## config.mk

```make
export PLATFORM = sky130hd
export DESIGN_NAME = mips_run_monitor
export DESIGN_NICKNAME = d
export VERILOG_FILES = /design/src/rtl/mips_mon_pkg.sv /design/src/rtl/mon_log_fifo.sv /design/src/rtl/mips_run_monitor.sv
export SDC_FILE = /design/constraint.sdc
export NUM_CORES = 1
export LEC_CHECK = 0
export CORE_ASPECT_RATIO = 1.4
export CORE_MARGIN = 2
export CORE_UTILIZATION = 40
export DETAILED_ROUTE_END_ITERATION = 8
export HOLD_SLACK_MARGIN = 0.15
export PLACE_DENSITY = 0.88
export SLEW_MARGIN = 10
export SYNTH_ARGS = -nofsm -noshare
export SYNTH_HDL_FRONTEND = slang
export SYNTH_SLANG_ARGS = --single-unit
```

## constraint.sdc

```tcl
create_clock -name clk -period 3.64 [get_ports clk]
set_input_delay 0.728 -clock clk [delete_from_list [all_inputs] [get_ports clk]]
set_output_delay 0.728 -clock clk [all_outputs]
set_load 0.03 [all_outputs]
```

## src/rtl/mips_mon_pkg.sv

```systemverilog
// Shared types and defaults for the MIPS run monitor.
package mips_mon_pkg;

  localparam int unsigned MON_ADDR_W    = 32;
  localparam int unsigned MON_DATA_W    = 32;
  localparam int unsigned DEF_PASS_ADDR = 84;
  localparam int unsigned DEF_PASS_DATA = 7;

  typedef enum logic [2:0] {
    ST_HOLD    = 3'd0,
    ST_RUN     = 3'd1,
    ST_PASS    = 3'd2,
    ST_FAIL    = 3'd3,
    ST_TIMEOUT = 3'd4
  } mon_state_e;

  typedef struct packed {
    logic [MON_ADDR_W-1:0] addr;
    logic [MON_DATA_W-1:0] data;
  } log_entry_t;

endpackage

```

## src/rtl/mon_log_fifo.sv

```systemverilog
// Store-log FIFO: overwrites the oldest entry when pushed while full and flags it stickily.
module mon_log_fifo #(
  parameter int unsigned WIDTH = 64,
  parameter int unsigned DEPTH = 8
) (
  input  logic             clk,
  input  logic             rst_n,
  input  logic             push_i,
  input  logic [WIDTH-1:0] data_i,
  input  logic             pop_i,
  output logic             valid_o,
  output logic [WIDTH-1:0] data_o,
  output logic             ovf_o
);

  localparam int unsigned AW = $clog2(DEPTH);
  localparam int unsigned CW = AW + 1;

  logic [WIDTH-1:0] mem_q [DEPTH];
  logic [AW-1:0]    wr_q, rd_q;
  logic [CW-1:0]    cnt_q;
  logic             ovf_q;
  logic             full_c, pop_c, drop_c;

  assign valid_o = (cnt_q != '0);
  assign data_o  = valid_o ? mem_q[rd_q] : '0;
  assign ovf_o   = ovf_q;
  assign full_c  = (cnt_q == CW'(DEPTH));
  assign pop_c   = valid_o && pop_i;
  // Full with no pop: advance the read side past the entry being overwritten.
  assign drop_c  = push_i && full_c && !pop_c;

  always_ff @(posedge clk or negedge rst_n) begin
    if (!rst_n) begin
      wr_q  <= '0;
      rd_q  <= '0;
      cnt_q <= '0;
      ovf_q <= 1'b0;
    end else begin
      if (push_i) wr_q <= wr_q + AW'(1);
      if (pop_c || drop_c) rd_q <= rd_q + AW'(1);
      if (push_i && !pop_c && !drop_c) cnt_q <= cnt_q + CW'(1);
      else if (!push_i && pop_c) cnt_q <= cnt_q - CW'(1);
      if (drop_c) ovf_q <= 1'b1;
    end
  end

  always_ff @(posedge clk) begin
    if (push_i) mem_q[wr_q] <= data_i;
  end

endmodule

```

## src/rtl/mips_run_monitor.sv

```systemverilog
// Run controller for MIPS top simulations: sequences cpu reset, watches stores, reports pass/fail/timeout.
// Optional store log enabled by defining MON_WRITE_LOG_EN.
module mips_run_monitor
  import mips_mon_pkg::*;
#(
  parameter int unsigned DATA_W     = 32,
  parameter int unsigned ADDR_W     = 32,
  parameter int unsigned CNT_W      = 16,
  parameter int unsigned RST_CYCLES = 3,
  parameter int unsigned MAX_CYCLES = 100,
  parameter int unsigned PASS_ADDR  = DEF_PASS_ADDR,
  parameter int unsigned PASS_DATA  = DEF_PASS_DATA,
  parameter int unsigned LOG_DEPTH  = 8
) (
  input  logic              clk,
  input  logic              reset,
  input  logic              memwrite,
  input  logic [ADDR_W-1:0] dataadr,
  input  logic [DATA_W-1:0] writedata,
  output logic              cpu_reset,
  output logic              done,
  output logic              pass,
  output logic              fail,
  output logic              timeout,
  output logic [CNT_W-1:0]  cycle_count,
  output logic [CNT_W-1:0]  write_count,
  output logic              log_valid,
  input  logic              log_ready,
  output logic [ADDR_W-1:0] log_addr,
  output logic [DATA_W-1:0] log_data,
  output logic              log_ovf
);

  localparam int unsigned       HOLD_W    = (RST_CYCLES > 1) ? $clog2(RST_CYCLES) : 1;
  localparam logic [HOLD_W-1:0] HOLD_LAST = HOLD_W'(RST_CYCLES - 1);
  localparam logic [ADDR_W-1:0] SIG_ADDR  = ADDR_W'(PASS_ADDR);
  localparam logic [DATA_W-1:0] SIG_DATA  = DATA_W'(PASS_DATA);
  localparam logic [CNT_W-1:0]  CYC_LAST  = CNT_W'(MAX_CYCLES - 1);
  localparam logic [CNT_W-1:0]  CNT_MAX   = '1;

  mon_state_e        state_q, state_d;
  logic [HOLD_W-1:0] hold_q, hold_d;
  logic [CNT_W-1:0]  cycle_q, cycle_d;
  logic [CNT_W-1:0]  wcnt_q, wcnt_d;
  logic              cpu_reset_q, cpu_reset_d;
  logic              pass_q, pass_d, fail_q, fail_d, timeout_q, timeout_d, done_q, done_d;
  logic              addr_hit_c, data_hit_c;

  assign addr_hit_c = memwrite && (dataadr == SIG_ADDR);
  assign data_hit_c = (writedata == SIG_DATA);

  // Next state; signature store takes priority over the final budget cycle.
  always_comb begin
    state_d = state_q;
    hold_d  = hold_q;
    cycle_d = cycle_q;
    wcnt_d  = wcnt_q;
    unique case (state_q)
      ST_HOLD: begin
        if (hold_q == HOLD_LAST) state_d = ST_RUN;
        else                     hold_d  = hold_q + HOLD_W'(1);
      end
      ST_RUN: begin
        if (cycle_q != CNT_MAX) cycle_d = cycle_q + CNT_W'(1);
        if (memwrite && (wcnt_q != CNT_MAX)) wcnt_d = wcnt_q + CNT_W'(1);
        if (addr_hit_c)               state_d = data_hit_c ? ST_PASS : ST_FAIL;
        else if (cycle_q == CYC_LAST) state_d = ST_TIMEOUT;
      end
      default: ;
    endcase
    cpu_reset_d = (state_d != ST_RUN);
    pass_d      = (state_d == ST_PASS);
    fail_d      = (state_d == ST_FAIL);
    timeout_d   = (state_d == ST_TIMEOUT);
    done_d      = pass_d || fail_d || timeout_d;
  end

  always_ff @(posedge clk or negedge reset) begin
    if (!reset) begin
      state_q     <= ST_HOLD;
      hold_q      <= '0;
      cycle_q     <= '0;
      wcnt_q      <= '0;
      cpu_reset_q <= 1'b1;
      pass_q      <= 1'b0;
      fail_q      <= 1'b0;
      timeout_q   <= 1'b0;
      done_q      <= 1'b0;
    end else begin
      state_q     <= state_d;
      hold_q      <= hold_d;
      cycle_q     <= cycle_d;
      wcnt_q      <= wcnt_d;
      cpu_reset_q <= cpu_reset_d;
      pass_q      <= pass_d;
      fail_q      <= fail_d;
      timeout_q   <= timeout_d;
      done_q      <= done_d;
    end
  end

  assign cpu_reset   = cpu_reset_q;
  assign pass        = pass_q;
  assign fail        = fail_q;
  assign timeout     = timeout_q;
  assign done        = done_q;
  assign cycle_count = cycle_q;
  assign write_count = wcnt_q;

`ifdef MON_WRITE_LOG_EN
  logic                     log_push_c;
  logic [ADDR_W+DATA_W-1:0] log_entry_c;

  assign log_push_c = (state_q == ST_RUN) && memwrite;

  mon_log_fifo #(
    .WIDTH (ADDR_W + DATA_W),
    .DEPTH (LOG_DEPTH)
  ) u_log_fifo (
    .clk     (clk),
    .rst_n   (reset),
    .push_i  (log_push_c),
    .data_i  ({dataadr, writedata}),
    .pop_i   (log_ready),
    .valid_o (log_valid),
    .data_o  (log_entry_c),
    .ovf_o   (log_ovf)
  );

  assign {log_addr, log_data} = log_entry_c;
`else
  logic unused_log_c;

  assign unused_log_c = ^{log_ready, 32'(LOG_DEPTH)};
  assign log_valid    = 1'b0;
  assign log_addr     = '0;
  assign log_data     = '0;
  assign log_ovf      = 1'b0;
`endif

endmodule

```

==> results by group <==
GRT
  – Gr usage total: 17.0%
  – GR Overflow Total: 0
  – Largest net degree at the start of global routing: 43
  – Initial antenna violation count: 0
  – Most Crowded Layer GR: met2
  – Met1 usage: 19.5%
  – Number of global-route vias before repair: 2154
  – GR Util met2: 30.6%
  – M3 GR Usage: 3.75%
  – First-pass GRT wire length: 10000 um

Place
  – Placer Congestion: 0.862
  – Placed wire-length estimate: 4980 um
  – Input/output buffers: 103

Critical path
  – Setup crit end kind: flip-flop
  – Crit-path slowest cell: clkdlybuf4s50_1
  – Worst Path Max Fanout: 5
  – CP arrival: 2.57 ns
  – Critical path class: primary input to flip-flop
  – CP cell instances: clkdlybuf4s50_1, nor4b_1, nand4_1, nor3_1, nor2_1, a22o_1
  – Max stage delay on crit path: 0.54 ns
  – Worst endpoint required time: 3.82 ns
  – Critical path launch point type: primary input

Layout
  – Share of layout cells above drive strength 1: 5.19%
  – FF/Latch Area: 1050 um^2
  – Most frequent cells in the layout: clkdlybuf4s50_1 (102), conb_1 (66), dfrtp_1 (41)
  – Final Core Density: 55.8%
  – Diodes inserted: 0
  – Leading cell type in the layout, fill and taps excluded: clkdlybuf4s50_1
  – Total Nets Final: 455
  – P&R area growth vs syn: 34.5%
  – Area occupied by multi-input gates: 1380 um^2
  – Filler Cells Inserted: 593

Drt
  – Wire length per cell: 13.1 um
  – DRC viols: 0
  – First drt pass iteration count: 4
  – Vias: 2241
  – Post-DRT Antenna Nets: 0
  – Starting DRT DRC Count: 77
  – Via-per-instance ratio: 4.70
  – Total wire length: 6240 um

Timing
  – Final Cycle Share: 65.5%
  – RSZ-0062 raised after global routing: false
  – Tmin final: 2.39 ns
  – Pins Over Slew Limit: 0
  – Clock skew: 0.00637 ns
  – Sum Neg Setup Slack: 0 ns
  – Worst-margin pin slew: 0.935 ns
  – Setup-failing EPs final: 0
  – Max transition margin: 37.7%
  – Highest clock rate: 419 MHz
  – Hold Fails Final Rpt: 0
  – WHS: 0.533 ns

Die
  – Die height: 102 um
  – Die W: 74.0 um
  – Die ar.: 7550 um^2
  – Std cell rows: 35
  – Core ar.: 6610 um^2
  – Initial core utilization: 41.5%
  – I/O pins: 171

Power
  – Clk pwr share: 24.3%
  – Lkg Pwr: 1.61 nW
  – Power, Total: 0.00127 W
  – Sw frac: 35.0%
  – Logic pwr share: 31.9%
  – Internal power: 0.000827 W
  – Net Switching: 0.000444 W
  – Pwr per Cell Area: 345 nW/um^2
  – Worst VDD drop: 175 uV
  – Reg power frac: 43.7%

Synthesis
  – Most used DFF post-synth: dfrtp_1
  – Flops & latches, synth: 42
  – Mapped Cells: 279
  – Yosys top cell area share: 37.4%
  – Post-synth ARST share: 100%
  – Sequential fraction of the synthesis area: 38.3%
  – Yosys cell types: 46
  – Syn_area_per_cell: 9.84 um^2
  – Number of synthesized flops with an enable pin: 0
  – Synthesized area: 2750 um^2
  – Largest area contributor in the netlist: dfrtp_1
  – Top area cells in the synthesized netlist: dfrtp_1 (37%), buf_4 (18%), xnor2_1 (4.8%)
  – Synth Warn #: 0

Clock tree
  – Clock latency on the worst-skew pair: 0.29 ns
  – CTS tree: yes
  – Setup Fix Bufs, Post-CTS: 0
  – Clock transition at the registers of the reported paths: 0.07 ns
  – Post-CTS Resized: 0
  – Hold buffer count at cts: 0
  – Max H-tree Level: 2
  – Clock tree buffer depth: 2
  – Clk sink count: 42
  – CTS root buffer: clkbuf_8
  – CTS Buf Count: 5

Outcome
  – Status: complete, no violations

Hold path
  – Hold Crit Class: flip-flop to flip-flop

Run
  – Max cap viols: 0
state kept, by name, indices dropped and copies added, names as in the netlist:
name and flops:
cycle_count 16, cpu_reset 1, state_q 3, pass 1, fail 1, done 1, timeout 1, write_count 16
hold_q 2
cells in the mapped netlist (2+ instances only):
cell type and number:
and4_1 2, mux2i_1 2, nand3_1 14, nor4b_1 4
nand2_1 14, xor2_1 9, nand2b_1 2, inv_1 6
mux2_2 2, buf_6 2, nor3_1 10, nand4_1 10
nor4bb_1 3, xnor2_1 15, a21o_1 2, mux2_1 3
and3_1 6, and2_1 3, nor2_1 16, nor4_1 12
dfrtp_1 41, a31oi_1 2, nor4_2 2, ha_1 3
buf_4 67, a21oi_1 7
worst max-delay path, delay by kind of cell:
family                 cells  cell delay [ns]
AO/OA/AOI/OAI              1             0.25
buffers and inverters      1             0.54
AND/OR/NAND/NOR            4             1.06
metal layers:
layer	part of all wire, %	routed length (um)	up-vias
met5	0	0	-
li1	-	-	1055
met1	38	2380	1071
met3	6.1	381	15
met4	2.0	126	0
met2	54	3350	100
final timing paths:
check                           slack (ns)       start               to  cells past startpoint
worst max-delay path                  1.25    memwrite          timeout                      6
worst min-delay path                  0.53   hold_q[1]        hold_q[1]                      2
min in group asynchronous             0.57       reset  write_count[12]                      1
worst min register to register        0.53   hold_q[1]        hold_q[1]                      2
max in group asynchronous             2.48       reset   cycle_count[8]                      1
worst max register to register        1.37  state_q[0]  cycle_count[14]                      5
metrics by stage:
stage | setup WS [ns] | instance area (um^2) | instances
floorplan | 1.58 | 2990 | 344
global placement | 0.966 | 3600 | 469
detailed placement | 0.924 | 3600 | 469
CTS | 1.26 | 3690 | 477
global route | 1.07 | 3690 | 477
finish | 1.25 | 3690 | 477
cell type report:
type	count	share of cell area, %
Multi-Input combinational cell	225	37.4
Tap cell	92	3.12
Inverter	7	0.712
Sequential cell	42	28.5
Clock buffer	7	2.34
Timing Repair Buffer	103	27.8
Clock inverter	1	0.136
power by group through the flow:
| stage | sequential [W] | clock (W) | combinational, W |
|---|---|---|---|
| final | 0.000556 | 0.000309 | 0.000406 |
| after floorplan | 0.000628 | 0 | 0.000220 |
| after global routing | 0.000564 | 0.000342 | 0.000431 |
| after global placement | 0.000561 | 0 | 0.000400 |
| after CTS | 0.000557 | 0.000318 | 0.000408 |
| after detailed placement | 0.000566 | 0 | 0.000407 |
kinds of logic (layout without fill, tap and decap cells):
kind of cell    Yosys count  in the layout  synth area share, %
xor+xnor                 24             24                 7.66
flops                    42             42                 38.3
mux                       7              7                 2.78
simple gates            104            104                 23.3
fa+ha+maj                 3              3                 1.37
buf+inv                  77            118                 20.3
other cells               1             66                0.137
compound gates           21             21                 6.15
Note: power is estimated with default switching activity, not from simulation.
==> RTL edit, RTL diff (same settings) <==
The output `timeout` loses its register stage (`timeout_q` becomes a continuous assignment).
--- a/src/rtl/mips_run_monitor.sv
+++ b/src/rtl/mips_run_monitor.sv
@@ -85,5 +85,4 @@
       pass_q      <= 1'b0;
       fail_q      <= 1'b0;
-      timeout_q   <= 1'b0;
       done_q      <= 1'b0;
     end else begin
@@ -95,8 +94,9 @@
       pass_q      <= pass_d;
       fail_q      <= fail_d;
-      timeout_q   <= timeout_d;
       done_q      <= done_d;
     end
   end
+
+  assign timeout_q = timeout_d;
 
   assign cpu_reset   = cpu_reset_q;
Function: no difference found for any inputs over 10 cycles, from zero or initial values and one cycle with reset low; that may be too few to reach the edited logic, so the function may still have changed.
==> RTL edit against the original RTL <==
Sequential cell count is 1 lower; largest power group unchanged; sequential share of layout area fell by 0.55 points; design area decreased by 0.47%; largest cell class unchanged; total power increased by 3.8%; area after synthesis shrank 0.91%; worst setup slack worse by 0.91 ns; wire length is 5.9% lower; fmax decreased by 28%.
==> RTL edit: results (changes against the original RTL) <==
power_density_nw_per_um2: 359  # +4.3%
drtPass1Iterations: 4  # unchanged
root_buffer: "sky130_fd_sc_hd__clkbuf_8"
ctsHtreeMaxLevel: 2  # unchanged
grt_first_pass_wirelength_mm: 9.44  # -5.8%
post-place-cells: 451  # -3.8%
crit_arrival_ns: 2.56  # about the same
number_of_vias_in_the_routed_layout: 2188  # -2.4%
grt_antenna_before_repair: 0  # unchanged
static-leakage-power_uw: 0.00162  # +0.23%
net_switching_component_of_the_power_uw: 435  # -2.2%
drt_wirelength_mm: 5.87  # -5.9%
power.share.sequential: 0.412  # -0.025
post_route_cells_drive_above_1_share: 0.0571  # +0.00519
critical_path_maximum_fanout: 4  # -1
postCtsResizedCells: 0  # unchanged
postSynthCellCount: 278  # -0.36%
grtUsageTotal: 0.159  # -0.0118
setup_repair_bufs_after_cts: 0  # unchanged
ys_types: 46  # unchanged
gp_congestion: 0.909  # +5.5%
combinationalPower_uw: 405  # about the same
clock_path_buffers: 2  # unchanged
dominant_cells_by_area_after_synthesis: "sky130_fd_sc_hd__dfrtp_1, sky130_fd_sc_hd__buf_4, sky130_fd_sc_hd__xnor2_1"
postSynth.asyncResetShare: 1.00  # unchanged
finish.net_count: 455  # unchanged
grt_max_degree: 42  # -2.3%
synth_seq_area_share: 0.378  # -0.00567
dpl-instance-area_um2: 3560  # -1.2%
ir_drop_uv: 190  # +8.8%
later_pin_clock_latency_in_the_skew_report_ns: 0.29  # about the same
dp_worst_setup_slack_ns: 0.346  # -0.578 ns
drtIter0Drc: 23  # -70%
number_of_inserted_diodes: 0  # unchanged
synth_common_cells: "sky130_fd_sc_hd__buf_4, sky130_fd_sc_hd__dfrtp_1, sky130_fd_sc_hd__nor2_1"
port_buffers: 103  # unchanged
synth_top_flop_cell: "sky130_fd_sc_hd__dfrtp_1"
timing.slew.headroom: 0.398  # +0.0208
finClkSkew_ns: 0.0116  # +0.00519 ns
holdCritPathClass: "flop to flop"
dpl.hpwl_mm: 4.79  # -3.8%
yosys_warnings: 0  # unchanged
cts_inserted_buffers: 5  # unchanged
route.detailed.wl_per_inst_um: 12.8  # -2.2%
vias_in_the_first_global_route: 2145  # -0.42%
outcome: "completed"
clk_transition_reported_paths_ns: 0.07  # about the same
[RTL edit: critical path: stages]
cell	delay, ns
sky130_fd_sc_hd__clkdlybuf4s50_1	0.54
sky130_fd_sc_hd__nor4b_1	0.26
sky130_fd_sc_hd__nand4_1	0.17
sky130_fd_sc_hd__nor3_1	0.36
sky130_fd_sc_hd__nor2_1	0.09
sky130_fd_sc_hd__a22o_1	0.25
sky130_fd_sc_hd__buf_4	0.17
[RTL edit: final cells by class]
cell class                 instances  area (um^2)
clock buffer                       7         86.3
clock inverter                     1         30.0
fill                             577         2900
inverter                           7         26.3
multi-input combinational        225         1380
sequential                        41         1030
tap                               74         92.6
timing repair buffer             104         1030
[RTL edit: routing by layer]
layer  wire, um  track usage  vias up
met4        112       0.0727        0
met5          0            0        -
met3        339       0.0249       13
li1           -            -     1058
met1       2190        0.180     1023
met2       3230        0.286       94
[RTL edit: logic make-up (layout without fill, tap and decap cells)]
logic type               count (synthesis)  count (layout)  synth area share
buffers and inverters                   77             119             0.205
AND/OR/NAND/NOR                        104             104             0.235
flip-flops                              41              41             0.378
multiplexers                             7               7            0.0281
adder cells (fa/ha/maj)                  3               3            0.0138
other                                    1              66           0.00138
AO/OA/AOI/OAI                           21              21            0.0621
XOR/XNOR                                24              24            0.0773
[RTL edit: worst paths after layout]
check,from,to,slack [ns],cells after the start
worst max-delay path,memwrite,timeout,0.35,7
worst min-delay path,write_count[7],write_count[7],0.53,1
worst max register to register,state_q[0],cycle_count[14],1.41,5
worst min register to register,write_count[7],write_count[7],0.53,1
max in group asynchronous,reset,cycle_count[0],2.51,1
min in group asynchronous,reset,write_count[15],0.57,1
